<file path="src/rtl/alu_pkg.sv">
// ============================================================================
// Module   : alu_pkg
// Brief    : Shared ALU mode encodings and the multiply sequencer state type.
// Revision : 1.0 - initial release
// ============================================================================
`default_nettype none

package alu_pkg;

    localparam logic [2:0] ALU_ADD = 3'b000;
    localparam logic [2:0] ALU_SLL = 3'b001;
    localparam logic [2:0] ALU_SUB = 3'b010;
    localparam logic [2:0] ALU_SRA = 3'b011;
    localparam logic [2:0] ALU_XOR = 3'b100;
    localparam logic [2:0] ALU_SRL = 3'b101;
    localparam logic [2:0] ALU_OR  = 3'b110;
    localparam logic [2:0] ALU_AND = 3'b111;

    typedef enum logic [1:0] {
        IDLE = 2'd0,
        BUSY = 2'd1,
        DONE = 2'd2
    } alu_mul_state_t;

endpackage

`default_nettype wire

</file>
<file path="src/rtl/alu_mul_seq.sv">
// ============================================================================
// Module   : alu_mul_seq
// Brief    : Shift-and-add RV32M MUL sequencer driving the shared core ALU.
//            Optional macro ALU_MUL_EARLY_EXIT_EN ends BUSY once the
//            remaining multiplier bits are all zero.
// Revision : 1.0 - initial release
// ============================================================================
`default_nettype none

module alu_mul_seq
    import alu_pkg::*;
#(
    parameter int XLEN = 32
) (
    input  logic            clk,
    input  logic            rst,
    input  logic            start_valid,
    output logic            start_ready,
    input  logic [XLEN-1:0] op_a,
    input  logic [XLEN-1:0] op_b,
    output logic            result_valid,
    input  logic            result_ready,
    output logic [XLEN-1:0] result,
    output logic            alu_req,
    output logic [XLEN-1:0] alu_a,
    output logic [XLEN-1:0] alu_b,
    output logic [2:0]      alu_mode,
    input  logic [XLEN-1:0] alu_q
);

    alu_mul_state_t  r_state;
    logic [XLEN-1:0] r_acc;
    logic [XLEN-1:0] r_mcand;
    logic [XLEN-1:0] r_mplier;
    logic [4:0]      r_cnt;
    logic            r_start_ready;
    logic            r_result_valid;
    logic            r_alu_req;

    logic [XLEN-1:0] w_acc_step;
    logic            w_last;
    logic            w_skip;

    // The ALU is combinational on alu_a/alu_b, so alu_q is acc + mcand now.
    assign w_acc_step = r_mplier[0] ? alu_q : r_acc;
    assign w_last     = (r_cnt == 5'd31);

`ifdef ALU_MUL_EARLY_EXIT_EN
    assign w_skip = (r_mplier == '0);
`else
    assign w_skip = 1'b0;
`endif

    always_ff @(posedge clk) begin
        if (rst) begin
            r_state        <= IDLE;
            r_acc          <= '0;
            r_mcand        <= '0;
            r_mplier       <= '0;
            r_cnt          <= '0;
            r_start_ready  <= 1'b1;
            r_result_valid <= 1'b0;
            r_alu_req      <= 1'b0;
        end else begin
            case (r_state)
                IDLE: begin
                    if (start_valid) begin
                        r_acc         <= '0;
                        r_mcand       <= op_a;
                        r_mplier      <= op_b;
                        r_cnt         <= '0;
                        r_state       <= BUSY;
                        r_start_ready <= 1'b0;
                        r_alu_req     <= 1'b1;
                    end
                end
                BUSY: begin
                    if (w_skip) begin
                        r_state        <= DONE;
                        r_alu_req      <= 1'b0;
                        r_result_valid <= 1'b1;
                    end else begin
                        r_acc    <= w_acc_step;
                        r_mcand  <= r_mcand << 1;
                        r_mplier <= r_mplier >> 1;
                        r_cnt    <= r_cnt + 5'd1;
                        if (w_last) begin
                            r_state        <= DONE;
                            r_alu_req      <= 1'b0;
                            r_result_valid <= 1'b1;
                        end
                    end
                end
                DONE: begin
                    if (result_ready) begin
                        r_state        <= IDLE;
                        r_result_valid <= 1'b0;
                        r_start_ready  <= 1'b1;
                    end
                end
                default: begin
                    r_state        <= IDLE;
                    r_start_ready  <= 1'b1;
                    r_result_valid <= 1'b0;
                    r_alu_req      <= 1'b0;
                end
            endcase
        end
    end

    // Operands are forced to zero whenever the ALU belongs to the core.
    assign start_ready  = r_start_ready;
    assign result_valid = r_result_valid;
    assign result       = r_result_valid ? r_acc : '0;
    assign alu_req      = r_alu_req;
    assign alu_a        = r_alu_req ? r_acc   : '0;
    assign alu_b        = r_alu_req ? r_mcand : '0;
    assign alu_mode     = ALU_ADD;

endmodule

`default_nettype wire
</file>
<file path="config.mk">
export PLATFORM = sky130hd
export DESIGN_NAME = alu_mul_seq
export DESIGN_NICKNAME = d
export VERILOG_FILES = /design/src/rtl/alu_pkg.sv /design/src/rtl/alu_mul_seq.sv
export SDC_FILE = /design/constraint.sdc
export NUM_CORES = 1
export LEC_CHECK = 0
export CORE_AREA = 10 10 165 90
export CTS_BUF_LIST = sky130_fd_sc_hd__clkbuf_16
export DETAILED_ROUTE_END_ITERATION = 6
export DIE_AREA = 0 0 175 100
export GPL_TIMING_DRIVEN = 0
export PLACE_DENSITY = 0.86
export SYNTH_ARGS = -nofsm -noshare
export SYNTH_HDL_FRONTEND = slang
export SYNTH_SLANG_ARGS = --single-unit
</file>
<file path="constraint.sdc">
create_clock -name clk -period 3.98 [get_ports clk]
set_input_delay 0.597 -clock clk [delete_from_list [all_inputs] [get_ports clk]]
set_output_delay 0.597 -clock clk [all_outputs]
set_load 0.02 [all_outputs]
</file>
==> metrics <==
fin crit share=76.89%; max_cap viols=0; share of cells above drive strength 1=11.26%; overall die height=100 microns; power density over the cells=310.8 mW/mm^2; # setup viols final=0; Clock Path Buffers=2; minimum clock period=3.060 ns; Die Footprint=0.01750 sq mm; slowest cell delay on critical path=0.64 ns; initial drt markers=691; clock sinks=106; Area Overhead vs Synth=41.82%; post-synthesis cell type count=38; Placer Congestion=0.8626; Hold Path End=r_acc[7]$_SDFFE_PP0P_; Final Instance Area=0.008397 sq mm; WP buf/inv=3; Hold Crit Class=reg -> reg; DRT Pass-1 Iters=5; status=finished, final reports clean; clock skew=0.007887 ns; Hold Worst Slack=0.4854 ns; hold wc startpoint=r_acc[7]$_SDFFE_PP0P_; Final #Nets=1093; crit path max-delay cell type=clkdlybuf4s50_1; vias in the first global route=6006; most frequent CP cell=clkbuf_1; Post-CTS Setup Bufs=0; Final Hold Fails=0; Setup TNS=0 ns; drc violations=0; hold-fix buffers at CTS=0; worst setup path class=reg -> out; Clock Latency Late Sink=0.35 ns; first-pass GRT wire length=33510 microns; I/O pin count=202; number of synthesized flops with an enable pin=0; count leader, synth=a21oi_1; R2R depth=5; sequential area share after synthesis=35.84%; starting density of the core=48.56%; via count=6507; clock-pin slew on the worst setup and hold paths=0.07 ns; PostCTS Resize Cnt=0; CTS tree=done; Synth Flop Type=dfxtp_1; Crit Reg-Reg Endpoint=r_acc[29]$_SDFFE_PP0P_; Slew HR=58.35%; ys async rst share=0%; utilization after layout=68.87%; Max IR drop VDD=0.2193 mV; register-to-register path setup slack=2.29 ns; mapped cell area=0.005921 sq mm; initial antenna violation count=0; row count=29; Total Wirelength=21380 microns; average wire per standard cell=18.35 microns; hpwl dp=16450 microns; clock root buffer=clkbuf_16; CP max FO=10; mean post-synth cell area=7.581 sq um; WP data required=3.38 ns; CTS Buf Count=9; RSZ-0062 raised after global routing=no; Tightest Pin Transition=0.6248 ns; CP cell instances=clkbuf_1, clkbuf_1, and2_1, clkdlybuf4s50_1; Worst Setup SP=alu_req$_SDFFE_PP0P_; Setup crit end kind=output port; hold path depth=2; #FFs+latches synth=106; die width=175 microns; Max Slew Vio Count=0; crit path launch type=register; fmax=326.8 MHz; largest cells by area after synthesis=dfxtp_1, a21oi_1, and2_1; cell taking the most area after synthesis=dfxtp_1; ant diodes=0; H-tree lvl count=3; Yosys top cell area share=35.84%; Synth top cells by count=a21oi_1, nor2_1, dfxtp_1; launching point of the worst reg2reg path=r_state[1]$_SDFFE_PP0P_; port bufs=197; gr usage total=23.28%; setup ws final=0.9197 ns; largest net degree at the start of global routing=17; dpl ws=1.212 ns; Post-Synthesis Cells=781; core area=0.01219 sq mm; Antenna Nets Post-Route=0; critical path data arrival time=2.46 ns; grt ovf=0; DR vias/cell=5.585; Top Family by Delay on Critical Path=buffers and inverters; yosys warns=0; Placement Cell Area=0.008113 sq mm; LEAKAGE=3.295 nW
logic make-up after synthesis:
family | Yosys count | synth area share (%)
multiplexers | 3 | 0.5072
adder cells (fa/ha/maj) | 2 | 0.4226
flip-flops | 106 | 35.84
other | 1 | 0.06334
AO/OA/AOI/OAI | 258 | 29.14
buffers and inverters | 146 | 11.07
AND/OR/NAND/NOR | 265 | 22.95
worst min-delay path, stage by stage, from the launching register on:
cell	delay, ns
dfxtp_1	0.31
o21ai_0	0.07
a21oi_1	0.06
cells in the final DEF (no fill, tap or decap), types with 3 or more instances in the layout:
cell / count
clkdlybuf4s50_1: 197
conb_1: 3
o22a_1: 4
a22oi_1: 3
clkbuf_16: 9
o221a_2: 53
mux2i_1: 3
buf_1: 3
buf_4: 10
a211oi_1: 10
clkbuf_2: 3
and2_1: 96
clkbuf_1: 40
nand2_1: 3
nor2_1: 121
buf_2: 23
o21ai_0: 34
dfxtp_1: 106
a22o_1: 8
inv_1: 61
a21oi_1: 138
nand4_1: 32
buf_6: 5
worst max path at each step:
stage / end / slack [ns] / cells after the start
finish: alu_a[28] / 0.92 / 4
global route: alu_a[24] / 0.74 / 4
CTS: alu_a[28] / 0.85 / 4
detailed placement: alu_a[24] / 1.21 / 4
global placement: alu_a[25] / 1.26 / 4
floorplan: alu_a[10] / 2.23 / 3
layout make-up:
class	count	area [sq um]
fill	1018	3795
multi-input combinational	531	3151
sequential	106	2122
timing repair buffer	197	1972
buffer	84	422.9
inverter	62	232.7
clock buffer	9	225.2
tap	170	212.7
clock inverter	6	58.81
registers in the layout, summed over array words and instances, names as in the netlist:
signal / flops
alu_req: 1
r_acc: 32
r_mcand: 32
r_mplier: 32
r_cnt: 5
r_state: 2
result_valid: 1
start_ready: 1
power breakdown:
group,switching (W),total (W),internal [W],leakage (nW)
sequential,0.0000644,0.00120,0.00113,0.873
combinational,0.000263,0.000528,0.000265,2.29
clock,0.000403,0.000884,0.000481,0.136
total,0.000731,0.00261,0.00188,3.29
per-stage QoR:
| stage | std cells | power [W] |
|---|---|---|
| 2_1_floorplan | 783 | 0.001508 |
| 3_3_place_gp | 1150 | 0.001725 |
| 3_5_place_dp | 1150 | 0.001739 |
| 4_1_cts | 1165 | 0.002600 |
| 5_1_grt | 1165 | 0.002701 |
| 6_report | 1165 | 0.002610 |
metal layers:
layer  vias up  global-route usage (%)  wire length (microns)
li1       3118                       -                      -
met1      3060                   33.58                  10360
met2       312                   33.09                   8663
met3        17                   8.130                   2174
met4         0                   3.174                    184
met5         -                       0                      0
(Power assumes the default switching activity.)
